**src/rtl/fir_tdm_prog_pkg.sv**
```systemverilog
// Shared definitions for the time-multiplexed FIR family: FSM encoding and
// accumulator sizing helpers.
package fir_tdm_prog_pkg;

    typedef enum logic [1:0] {
        ST_IDLE = 2'd0,
        ST_MAC  = 2'd1,
        ST_OUT  = 2'd2
    } fir_state_t;

    function automatic int fir_clog2(input int n);
        int r;
        r = 0;
        while ((1 << r) < n) r++;
        return r;
    endfunction

    // Wide enough that NTAPS full-scale products can never overflow.
    function automatic int fir_acc_width(input int ww_in, input int ww_coef, input int ntaps);
        return ww_in + ww_coef + fir_clog2(ntaps);
    endfunction

endpackage

```
**src/rtl/fir_sat_shift.sv**
```systemverilog
// Combinational arithmetic right shift followed by symmetric two's complement
// saturation to WW_OUT bits; sat reports that clipping occurred.
module fir_sat_shift #(
    parameter int WW_IN  = 20,
    parameter int WW_OUT = 8,
    parameter int SHIFT  = 6
) (
    input  logic signed [WW_IN-1:0]  din,
    output logic        [WW_OUT-1:0] dout,
    output logic                     sat
);

    localparam logic signed [WW_IN-1:0] OUT_MAX = {{(WW_IN-WW_OUT+1){1'b0}}, {(WW_OUT-1){1'b1}}};
    localparam logic signed [WW_IN-1:0] OUT_MIN = {{(WW_IN-WW_OUT+1){1'b1}}, {(WW_OUT-1){1'b0}}};

    logic signed [WW_IN-1:0] shifted;

    assign shifted = din >>> SHIFT;

    always_comb begin
        dout = shifted[WW_OUT-1:0];
        sat  = 1'b0;
        if (shifted > OUT_MAX) begin
            dout = OUT_MAX[WW_OUT-1:0];
            sat  = 1'b1;
        end else if (shifted < OUT_MIN) begin
            dout = OUT_MIN[WW_OUT-1:0];
            sat  = 1'b1;
        end
    end

endmodule

```
**src/rtl/fir_tdm_prog.sv**
```systemverilog
// Time-multiplexed FIR with a runtime-programmable coefficient bank and a
// single shared MAC: one sample accepted, NTAPS MAC cycles, then one output.
module fir_tdm_prog
    import fir_tdm_prog_pkg::*;
#(
    parameter int WW_INPUT  = 8,
    parameter int WW_COEFF  = 8,
    parameter int WW_OUTPUT = 8,
    parameter int NTAPS     = 15,
    parameter int SHIFT     = 6
) (
    input  logic                          clk,
    input  logic                          i_rst_n,
    input  logic                          i_srst,
    input  logic                          i_valid,
    output logic                          o_ready,
    input  logic [WW_INPUT-1:0]           i_data,
    output logic                          o_valid,
    input  logic                          i_ready,
    output logic [WW_OUTPUT-1:0]          o_data,
    output logic                          o_sat,
    input  logic                          i_coef_we,
    input  logic [fir_clog2(NTAPS)-1:0]   i_coef_addr,
    input  logic [WW_COEFF-1:0]           i_coef_data,
    output logic                          o_coef_err,
    output logic [1:0]                    o_state
);

    // Stream handshakes: a transfer happens on a rising edge where valid and
    // ready are both high; valid and payload are held stable until it does.

    localparam int AW      = fir_clog2(NTAPS);
    localparam int WW_PROD = WW_INPUT + WW_COEFF;
    localparam int WW_ACC  = fir_acc_width(WW_INPUT, WW_COEFF, NTAPS);
    localparam logic [AW-1:0] LAST_IDX = AW'(NTAPS - 1);
    localparam logic [AW:0]   NTAPS_W  = (AW+1)'(NTAPS);

    fir_state_t                 state;
    logic [AW-1:0]              idx;
    logic signed [WW_INPUT-1:0] taps  [NTAPS];
    logic signed [WW_COEFF-1:0] coefs [NTAPS];
    logic signed [WW_ACC-1:0]   acc;
    logic signed [WW_ACC-1:0]   acc_sum;
    logic signed [WW_PROD-1:0]  prod;
    logic [WW_OUTPUT-1:0]       sat_data;
    logic                       sat_flag;
    logic                       coef_ok;

    assign o_ready = (state == ST_IDLE);
    assign o_state = state;
    assign prod    = coefs[idx] * taps[idx];
    assign acc_sum = acc + {{(WW_ACC-WW_PROD){prod[WW_PROD-1]}}, prod};
    assign coef_ok = o_ready && ({1'b0, i_coef_addr} < NTAPS_W);

    // Fed from the running sum so the final product lands in the output
    // register on the same edge that ends the MAC phase.
    fir_sat_shift #(
        .WW_IN  (WW_ACC),
        .WW_OUT (WW_OUTPUT),
        .SHIFT  (SHIFT)
    ) u_sat_shift (
        .din  (acc_sum),
        .dout (sat_data),
        .sat  (sat_flag)
    );

    always_ff @(posedge clk or negedge i_rst_n) begin
        if (!i_rst_n) begin
            state   <= ST_IDLE;
            idx     <= '0;
            acc     <= '0;
            o_valid <= 1'b0;
            o_data  <= '0;
            o_sat   <= 1'b0;
        end else if (i_srst) begin
            state   <= ST_IDLE;
            idx     <= '0;
            acc     <= '0;
            o_valid <= 1'b0;
        end else begin
            case (state)
                ST_IDLE: begin
                    if (i_valid) begin
                        idx   <= '0;
                        acc   <= '0;
                        state <= ST_MAC;
                    end
                end
                ST_MAC: begin
                    acc <= acc_sum;
                    if (idx == LAST_IDX) begin
                        idx     <= '0;
                        o_data  <= sat_data;
                        o_sat   <= sat_flag;
                        o_valid <= 1'b1;
                        state   <= ST_OUT;
                    end else begin
                        idx <= idx + AW'(1);
                    end
                end
                ST_OUT: begin
                    if (i_ready) begin
                        o_valid <= 1'b0;
                        state   <= ST_IDLE;
                    end
                end
                default: state <= ST_IDLE;
            endcase
        end
    end

    always_ff @(posedge clk or negedge i_rst_n) begin
        if (!i_rst_n) begin
            for (int k = 0; k < NTAPS; k++) taps[k] <= '0;
        end else if (i_srst) begin
            for (int k = 0; k < NTAPS; k++) taps[k] <= '0;
        end else if (i_valid && o_ready) begin
            for (int k = NTAPS - 1; k > 0; k--) taps[k] <= taps[k-1];
            taps[0] <= i_data;
        end
    end

    // Coefficients survive i_srst; only the async reset clears them.
    always_ff @(posedge clk or negedge i_rst_n) begin
        if (!i_rst_n) begin
            for (int k = 0; k < NTAPS; k++) coefs[k] <= '0;
            o_coef_err <= 1'b0;
        end else begin
            o_coef_err <= 1'b0;
            if (i_coef_we) begin
                if (coef_ok) coefs[i_coef_addr] <= i_coef_data;
                else         o_coef_err <= 1'b1;
            end
        end
    end

endmodule

```
**config.mk**
```make
export PLATFORM = sky130hd
export DESIGN_NAME = fir_tdm_prog
export DESIGN_NICKNAME = d
export VERILOG_FILES = /design/src/rtl/fir_tdm_prog_pkg.sv /design/src/rtl/fir_sat_shift.sv /design/src/rtl/fir_tdm_prog.sv
export SDC_FILE = /design/constraint.sdc
export NUM_CORES = 1
export LEC_CHECK = 0
export CAP_MARGIN = 20
export CORE_MARGIN = 2
export CORE_UTILIZATION = 23
export DETAILED_ROUTE_END_ITERATION = 10
export PLACE_DENSITY_LB_ADDON = 0.3
export SETUP_SLACK_MARGIN = 0.15
export SYNTH_ARGS = -nofsm -noshare
export SYNTH_HDL_FRONTEND = slang
export SYNTH_HIERARCHICAL = 1
export SYNTH_SLANG_ARGS = --single-unit
```
**constraint.sdc**
```tcl
create_clock -name clk -period 8.5 [get_ports clk]
set_input_delay 1.7 -clock clk [delete_from_list [all_inputs] [get_ports clk]]
set_output_delay 1.7 -clock clk [all_outputs]
set_load 0.02 [all_outputs]
```
# After elaboration in Yosys (flattened, before gate mapping)
# Index checks and enable logic that the tools add are counted.
# op_classes
n_shift	0
bitwise_logic	3
n_div	0
eq_ne	6
addsub	2
reduce_logical	12
multipliers	1
magnitude_cmp	6
mux	33
# ops
cell	count
$mux 120	2
$bwmux 120	1
$bmux 8 s4	2
$mux 8	7
$mux 20	2
$pmux 20 s2	1
$demux 8 s4	1
$add 20x20->20	1
$mul 8x8->16	1
$gt 14x8->1 const B	1
$lt 14x8->1 const B	1
$mux 4	3
$ge 5x5->1 const B	2
$not 4->5	2
$ne 3x3->1 const B	3
$reduce_and 3->1	3
$mux 2	4
$pmux 4 s2	1
$mux 1	7
$pmux 2 s3	1
$reduce_bool 3->1	2
$lt 5x1->1 const B	1
$add 4x1->4 const B	1
$eq 4x4->1 const B	1
other kinds (9)	12
# totals
inputBits	26
latch_bits	0
mem_bits_rw	0
output_inout_bits	14
reg_bits	277
mem_bits_ro	0
word_cells	100
mem_count	0

# Depth between registers and ports, before layout
# Gate-level depths: netlist of the first run.
# depth
word_depth	9
depth_mapped	38
ltp_nobuf	34

# Cells and area by module
# The synthesis of the first run kept the hierarchy.
# modules_own_cells
module	seq_area_each_um2	cells_per_inst	n_inst	area_each_um2
fir_tdm_prog	6931.6	1256	1	15496.1
fir_sat_shift	0.0	25	1	191.4

# Worst setup path after synthesis of the first run
# OpenSTA, ideal clock, no wires.
# synth_timing
kind	register -> register
start	reg idx[0]
end	reg o_sat
slack_ps	895
t_arrival_ps	7480
path_stages_with_launch	34
path_cell_list	dfrtp_1 -> buf_2 -> buf_4 -> mux4_2 -> mux2i_1 -> nor2_1 -> a21oi_2 -> or2_2 -> inv_1 -> fa_1 -> inv_1 -> fa_1 -> inv_1 -> fa_1 -> inv_1 -> fa_1 -> inv_1 -> ha_1 -> nand2_1 -> o21ai_0 -> o41ai_2 -> xnor2_1 -> ha_1 -> o21ai_0 -> nand2b_1 -> a21oi_1 -> nor2b_1 -> o22ai_2 -> xor2_2 -> xnor2_1 -> clkbuf_1 -> nand4_1 -> o21a_1 -> mux2_2
# synth_via
elab_chain_cells	9
# synth_lines
item	line_no	source
start: declaration	fir_tdm_prog.sv:39	logic [AW-1:0] idx;
start signal: assignment	fir_tdm_prog.sv:98	idx <= idx + AW'(1);
$not 4->5 (not written as such) *	fir_tdm_prog.sv:51	assign prod = coefs[idx] * taps[idx];
$bmux 8 s4	fir_tdm_prog.sv:51	
$mux 8 (not written as such) (2 in series)	fir_tdm_prog.sv:51	
$mul 8x8->16 *	fir_tdm_prog.sv:51	
$add 20x20->20 *	fir_tdm_prog.sv:52	assign acc_sum = acc + {{(WW_ACC-WW_PROD){prod[WW_PROD-1]}}, prod};
net acc_sum[19]	fir_tdm_prog.sv:43	logic signed [WW_ACC-1:0] acc_sum;
$lt 14x8->1	fir_sat_shift.sv:26	end else if (shifted < OUT_MIN) begin
$mux 1	fir_sat_shift.sv:26	
$mux 1 *	fir_sat_shift.sv:23	if (shifted > OUT_MAX) begin
net sat_flag	fir_tdm_prog.sv:46	logic sat_flag;
end signal: assignment	fir_tdm_prog.sv:94	o_sat <= sat_flag;
end: declaration	fir_tdm_prog.sv:21	output logic o_sat,
# Mark *: on every way through the listed nets, which the timed path passes. The rest lies on a longest branch. The select of a mux whose other input is x is not followed.
# A chain may end at the register's enable or synchronous reset.

# Worst setup path after layout of the first run
# layout_timing
start	reg idx[2]
end	reg o_sat
# The elaborated chain is that of the path after synthesis.

==> results.yml, run 1 <==
die:
  die_h_um: 265.1
  rows: 95
  die_x_um: 265.1
  initial_core_util_pct: 23.27
  top_level_ports: 40
  die_area_um2: 70290
  coreArea_um2: 67400
worst_setup_path:
  slowest_delay_ns: 0.61
  worstPathMaxFanout: 17
  crit_type: "register to register"
  critPathRequiredTime_ns: 8.93
  cp-start-kind: "register"
  crit_family: "adder cells"
  critical_path_buf_inv_count: 7
  critPathCaptureType: "register"
  critPathSlowestCell: "dfrtp_4"
  arrival_ns: 8.36
placement:
  dp.cells: 2155
  gp_congestion: 0.7495
  place_worst_setup_slack_ns: 0.3354
  place_area_um2: 17190
  hpwl_mm: 24.29
  numPortBuffers: 39
yosys:
  syn_area_per_cell_um2: 12.25
  synth_area_um2: 15680
  synth_warnings: 6
  synthCells: 1280
  synth_fp_nets: 1414
global_routing:
  grt_first_pass_wirelength_mm: 60.22
  grt_util_all_layers_pct: 10.60
  grt_max_degree: 162
  antenna_found_initial: 0
  grt-ovfl-total: 0
  first_global_vias: 10600
sta:
  finalWorstSetupSlack_ns: 0.5767
  hold_violations: 0
  fin_tns_setup_ns: 0
  drv_slew: 0
  fmaxAchievable_ghz: 0.1262
  setup_violations: 0
  max-slew-margin-rel_pct: 27.74
  skew_ns: 0.02788
  rsz0062_at_grt: "no"
  period_share_pct: 93.21
  tightest_slew_ns: 1.082
  whs_ns: 0.4989
  fin_crit_ns: 7.923
power_and_ir_drop:
  ir_drop_mv: 0.1155
  p_per_area_nw_per_um2: 225.4
  leakage_uw: 0.008176
drt:
  viasPerCell: 4.553
  drt_iter0_drc: 684
  vias: 10170
  wire_per_inst_um: 16.53
  dr.pass1.iters: 4
  drtAntennaViolNets: 0
  route.detailed.drc: 0
  wl_mm: 36.92
clock_network:
  cts.clk_slew.worst_paths_ns: 0.06
  clockBufferDepth: 3
  cts_root_buffer: "clkbuf_16"
  h-tree-depth: 2
  cts_sinks: 277
  clk_latency_ns: 0.55
  hold_buffers: 0
  cts_buffers: 35
  cts_tree: "yes"
min_path:
  hold_class: "register to register"
layout:
  n_antenna_cell: 0
  drive_above_1_share_pct: 26.30
  fin_cells: 2234
  nets: 1469
  fin_area_um2: 18630
  area_growth_pct: 18.79
run:
  cap_violations: 0
outcome:
  outcome: "completed"
[per-layer routing]
metal	routed length [µm]	vias up	part of all wire, %	GRT usage [%]
li1	-	4706	-	-
met2	16440	155	45	16.09
met5	0	-	0	0
met4	592	0	1.6	2.642
met1	18460	5262	50	15.36
met3	1424	48	3.9	2.213
[through the flow]
stage / total power (µW) / util [%]
floorplan: 2418 / -
global placement: 2699 / 25.51
detailed placement: 2723 / 25.51
CTS: 4206 / 27.18
global route: 4468 / 27.64
finish: 4198 / 27.64
[path summary, 6_finish.rpt]
kind	endpoint	slack [ns]	startpoint	depth (start not counted)
min reg2reg	coefs[82]	0.50	coefs[82]	1
max	o_sat	0.58	idx[2]	34
max in group asynchronous	taps[71]	6.06	i_rst_n	2
min	coefs[82]	0.50	coefs[82]	1
min in group asynchronous	o_data[1]	1.08	i_rst_n	1
max reg2reg	o_sat	0.58	idx[2]	34
[placed cells by master, fill, tap and decap left out, types with 8 or more instances in the layout]
cell and instances:
a21oi_1 45, a21oi_2 10, a22o_1 138, buf_4 44, clkbuf_16 36, clkbuf_8 8, clkdlybuf4s50_1 38, dfrtp_1 273
fa_1 56, ha_1 52, inv_1 90, mux2_2 134, mux2i_1 27, mux4_2 48, nand2_1 39, nand4_1 13
nor2_1 102, nor2b_1 15, o21ai_0 20, or2_2 9, xnor2_1 25
[cell type report]
cell class / count / area (µm²)
tap: 873 / 1092
multi-input combinational: 838 / 8185
inverter: 90 / 337.8
clock inverter: 13 / 117.6
sequential: 277 / 6942
timing repair buffer: 93 / 943.4
clock buffer: 50 / 1012
fill: 6878 / 48770
[worst reg2reg max path: cells and delay by family (launching register included)]
family | cells | cell delay (ns)
adder cells (fa/ha/maj) | 6 | 2.77
AO/OA/AOI/OAI | 9 | 1.45
AND/OR/NAND/NOR | 7 | 0.96
multiplexers | 3 | 0.87
buffers and inverters | 7 | 0.79
flip-flops | 1 | 0.61
XOR/XNOR | 2 | 0.34
[report_power, final]
| group | internal [µW] | switching (µW) |
|---|---|---|
| sequential | 1480 | 83.6 |
| clock | 841 | 612 |
| combinational | 552 | 627 |
[repair_timing]
item,CTS,global route
endpoints found under the setup margin,0,9
resized for setup,0,21
buffers inserted,0,12
[flip-flops by register name (all words and copies together), names as in the netlist]
signal	flops
idx	4
o_state	2
coefs	120
o_coef_err	1
acc	20
o_sat	1
taps	120
o_valid	1
o_data	8
No activity file was read; power rests on OpenSTA's default activity.
==> inputs of run 2 (changes only) <==
--- a/config.mk
+++ b/config.mk
@@ -11,6 +11,7 @@
 export DETAILED_ROUTE_END_ITERATION = 10
 export PLACE_DENSITY_LB_ADDON = 0.3
 export SETUP_SLACK_MARGIN = 0.15
+export SLEW_MARGIN = 20
 export SYNTH_ARGS = -nofsm -noshare
 export SYNTH_HDL_FRONTEND = slang
 export SYNTH_HIERARCHICAL = 1
==> results.yml, run 2 (synthesis results as in run 1) <==
layout:
  layout_commonest_cell: "dfrtp_1"
  n_antenna_cell: 0
  post-route-util_pct: 27.53
  drive_above_1_share_pct: 26.22
  mostFrequentLayoutCells: "dfrtp_1 (273), a22o_1 (138), mux2_2 (134)"
  reg_top3: "coefs: 120 flops, taps: 120 flops, acc: 20 flops"
  multi_input_area_um2: 8187
  register_area_um2: 6942
  nets: 1466
  nFillCells: 6885
  fin_cells: 2231
  area_growth_pct: 18.32
worst_setup_path:
  ff2ff_setup_slack_ns: 0.57
  critical_path.startpoint: "idx[2]"
  critPathRequiredTime_ns: 8.93
  critPathCaptureType: "register"
  worstPathMaxFanout: 17
  rr_worst_depth: 33
  r2r-end: "o_sat"
  slowest_delay_ns: 0.61
  crit_type: "register to register"
  arrival_ns: 8.36
  critPathSlowestCell: "dfrtp_4"
  r2r_start: "idx[2]"
  cp-start-kind: "register"
drt:
  vias: 10120
  route.detailed.drc: 0
  wl_mm: 36.85
  drtAntennaViolNets: 0
  dr.pass1.iters: 5
  drt_iter0_drc: 651
  wire_per_inst_um: 16.52
  viasPerCell: 4.536
power_and_ir_drop:
  clkPwrFrac_pct: 34.6
  p_switching_uw: 1322
  power.share.sequential_pct: 37.4
  p_int_uw: 2870
  ir_drop_mv: 0.1157
  leakage_uw: 0.008143
  power_frac_comb_pct: 28.0
  switching_share_pct: 31.53
  p_per_area_nw_per_um2: 225.9
outcome:
  outcome: "completed"
sta:
  drv_slew: 0
  setup_violations: 0
  tightest_slew_ns: 1.079
  period_share_pct: 93.29
  fin_crit_ns: 7.930
  skew_ns: 0.02823
  max-slew-margin-rel_pct: 27.89
  fmaxAchievable_ghz: 0.1261
  rsz0062_at_grt: "no"
  fin_tns_setup_ns: 0
  hold_violations: 0
die:
  initial_core_util_pct: 23.27
  coreArea_um2: 67400
  die_area_um2: 70290
  die_h_um: 265.1
  rows: 95
  die_x_um: 265.1
  top_level_ports: 40
global_routing:
  grt-ovfl-total: 0
  grt_util_all_layers_pct: 10.60
  first_global_vias: 10600
  grt_max_degree: 162
  grt_first_pass_wirelength_mm: 60.22
  antenna_found_initial: 0
placement:
  hpwl_mm: 24.29
  gp_congestion: 0.7495
  dp.cells: 2155
  numPortBuffers: 39
min_path:
  hold_class: "register to register"
  whs_path_depth: 1
  min_to: "coefs[82]"
  hp-start: "coefs[82]"
run:
  cap_violations: 0
clock_network:
  clockBufferDepth: 3
  cts_root_buffer: "clkbuf_16"
  cts_buffers: 35
  cts_sinks: 277
  cts_tree: "yes"
  cts.clk_slew.worst_paths_ns: 0.06
  h-tree-depth: 2
  hold_buffers: 0
  clk_latency_ns: 0.55
==> run 2: cell types whose count changed in the layout (fill, tap and decap cells not counted), sizes merged <==
| cell | delta |
|---|---|
| buf | -3 |
==> run 2: power by group through the flow <==
stage                     logic (µW)  registers, µW  clock network (µW)
after floorplan                  857           1560                   0
after global placement          1120           1580                   0
after detailed placement        1130           1590                   0
after CTS                       1140           1570                1500
after global routing            1310           1590                1560
final                           1170           1570                1450
==> run 2: worst max-delay path, delay by kind of cell (launching register included) <==
family / cells / cell delay (ns)
AO/OA/AOI/OAI: 9 / 1.53
XOR/XNOR: 2 / 0.28
adder cells (fa/ha/maj): 6 / 2.77
buffers and inverters: 6 / 0.68
flip-flops: 1 / 0.61
multiplexers: 3 / 0.86
AND/OR/NAND/NOR: 7 / 1.06
==> run 2: metal layers <==
layer | up-vias | track usage, % | wire length [µm]
met5 | - | 0 | 0
met4 | 0 | 2.642 | 615
met3 | 50 | 2.213 | 1477
met2 | 162 | 16.09 | 16300
met1 | 5214 | 15.36 | 18460
li1 | 4693 | - | -
==> run 2: stage by stage <==
stage / worst slack [ns] / hold slack, ns / cell area (µm²) / power [µW]
2_1_floorplan: 0.8949 / 0.4725 / 15680 / 2418
3_3_place_gp: 0.3366 / 0.4829 / 17190 / 2699
3_5_place_dp: 0.3354 / 0.4895 / 17190 / 2723
4_1_cts: 0.3033 / 0.5020 / 18320 / 4206
5_1_grt: 0.1607 / 0.5119 / 18560 / 4462
6_report: 0.5703 / 0.4990 / 18560 / 4193
==> run 2: layout make-up <==
type / count / area share, %
well taps: 873 / 5.886
inverters: 90 / 1.821
flip-flops and latches: 277 / 37.41
multi-input cells: 838 / 44.12
clock inverters: 13 / 0.6338
repair buffers: 90 / 4.679
clock buffers: 50 / 5.455
==> run 2: repair_timing <==
| item | 4_1_cts | 5_1_grt |
|---|---|---|
| resized for setup | 0 | 21 |
| buffers inserted | 0 | 12 |
| setup endpoints to repair | 0 | 9 |
==> run 2: how the worst max path moves through the flow <==
| stage | to |
|---|---|
| 6_report | o_sat |
| 5_1_grt | o_data[1] |
| 4_1_cts | o_data[2] |
| 3_5_place_dp | o_data[2] |
| 3_3_place_gp | o_sat |
| 2_1_floorplan | o_sat |
==> inputs of run 3 (changes only) <==
--- a/config.mk
+++ b/config.mk
@@ -9,7 +9,6 @@
 export CORE_MARGIN = 2
 export CORE_UTILIZATION = 23
 export DETAILED_ROUTE_END_ITERATION = 10
-export PLACE_DENSITY_LB_ADDON = 0.3
 export SETUP_SLACK_MARGIN = 0.15
 export SLEW_MARGIN = 20
 export SYNTH_ARGS = -nofsm -noshare
==> results.yml, run 3 (synthesis results as in run 1) <==
min_path:
  hold_class: "register to register"
  min_to: "taps[3]"
  hp-start: "taps[3]"
  whs_path_depth: 1
worst_setup_path:
  crit_type: "register to register"
  slowest_delay_ns: 0.64
  ff2ff_setup_slack_ns: 0.54
  arrival_ns: 8.40
  critPathCaptureType: "register"
  worstPathMaxFanout: 34
  r2r-end: "o_sat"
  rr_worst_depth: 30
  cp-start-kind: "register"
  crit_family: "adder cells"
  critPathSlowestCell: "dfrtp_4"
  critPathRequiredTime_ns: 8.94
  critical_path_buf_inv_count: 3
  path_common_cell: "fa_1"
  r2r_start: "idx[2]"
power_and_ir_drop:
  leakage_uw: 0.008115
  ir_drop_mv: 0.1566
  p_per_area_nw_per_um2: 223.3
placement:
  gp_congestion: 0.7901
  place_area_um2: 17180
  numPortBuffers: 39
  hpwl_mm: 23.67
layout:
  drive_above_1_share_pct: 25.72
  nets: 1464
  mostFrequentLayoutCells: "dfrtp_1 (274), a22o_1 (138), mux2_2 (134)"
  reg_top3: "coefs: 120 flops, taps: 120 flops, acc: 20 flops"
  n_antenna_cell: 0
  layout_commonest_cell: "dfrtp_1"
  area_growth_pct: 17.90
  fin_area_um2: 18490
  nFillCells: 6850
clock_network:
  cts_tree: "yes"
  cts_root_buffer: "clkbuf_16"
  clk_latency_ns: 0.58
  cts_buffers: 31
  cts_sinks: 277
  h-tree-depth: 1
  clockBufferDepth: 3
  cts.clk_slew.worst_paths_ns: 0.06
global_routing:
  antenna_found_initial: 0
  grt_max_degree: 197
  first_global_vias: 10560
  grt-ovfl-total: 0
  grt_util_all_layers_pct: 10.02
  grt_first_pass_wirelength_mm: 58.33
sta:
  fin_crit_ns: 7.959
  hold_violations: 0
  fin_tns_setup_ns: 0
  drv_slew: 0
  setup_violations: 0
  period_share_pct: 93.63
  rsz0062_at_grt: "no"
  fmaxAchievable_ghz: 0.1257
  max-slew-margin-rel_pct: 26.80
  skew_ns: 0.02786
  tightest_slew_ns: 1.098
drt:
  drtAntennaViolNets: 0
  drt_iter0_drc: 552
  dr.pass1.iters: 5
  viasPerCell: 4.599
  wl_mm: 35.26
  vias: 10240
  wire_per_inst_um: 15.84
  route.detailed.drc: 0
die:
  initial_core_util_pct: 23.27
  die_h_um: 265.1
  die_area_um2: 70290
  die_x_um: 265.1
  coreArea_um2: 67400
  rows: 95
  top_level_ports: 40
run:
  cap_violations: 0
outcome:
  outcome: "completed"
-- run 3: worst max-delay path by stage --
stage               startpoint        end  slack, ns  cells past startpoint
global placement        idx[0]      o_sat       0.43                     31
detailed placement      idx[0]      o_sat       0.32                     30
global route            idx[0]  o_data[1]        0.1                     35
finish                  idx[2]      o_sat       0.54                     30
CTS                     idx[0]      o_sat       0.30                     31
floorplan               idx[0]      o_sat       0.89                     33
-- run 3: cell type report --
cell class	count	area, µm²	area share (%)
Clock buffer	43	870.8	4.709
Clock inverter	13	197.7	1.069
Inverter	90	337.8	1.827
Multi-Input combinational cell	838	8149	44.07
Sequential cell	277	6940	37.53
Tap cell	873	1092	5.907
Timing Repair Buffer	92	903.4	4.885
-- run 3: where the power goes --
part / total, µW / switching (µW) / internal, µW
combinational: 1150 / 616 / 535
clock: 1410 / 544 / 862
sequential: 1570 / 89.3 / 1480
total: 4130 / 1250 / 2880
-- run 3: timing repair --
action	CTS	global route
endpoints found under the setup margin	0	9
resized for setup	0	15
setup buffers	0	18
hold buffers	0	0
-- run 3: stage by stage --
stage / power (µW) / util [%] / hold WS [ns] / setup WS (ns) / instances
after CTS: 4144 / 27.07 / 0.5029 / 0.2994 / 2206
final: 4129 / 27.44 / 0.5011 / 0.5415 / 2226
after global placement: 2683 / 25.49 / 0.4809 / 0.4345 / 2150
after floorplan: 2418 / - / 0.4725 / 0.8949 / 1280
after global routing: 4366 / 27.44 / 0.5146 / 0.09922 / 2226
after detailed placement: 2722 / 25.49 / 0.4889 / 0.3172 / 2150
-- run 3: metal layers --
metal / routed length [µm] / part of all wire, % / global-route usage (%) / vias to the layer above
li1: - / - / - / 4693
met1: 17480 / 50 / 14.69 / 5357
met2: 16260 / 46 / 15.85 / 156
met3: 1071 / 3.0 / 1.379 / 31
met4: 448 / 1.3 / 1.832 / 0
met5: 0 / 0 / 0 / -
-- run 3: worst reg2reg max path: cells and delay by family (launching register included) --
kind | cells | cell delay, ns
xor+xnor | 2 | 0.36
fa+ha+maj | 6 | 2.70
compound gates | 13 | 2.29
simple gates | 3 | 0.60
flops | 1 | 0.64
mux | 3 | 0.88
buf+inv | 3 | 0.38
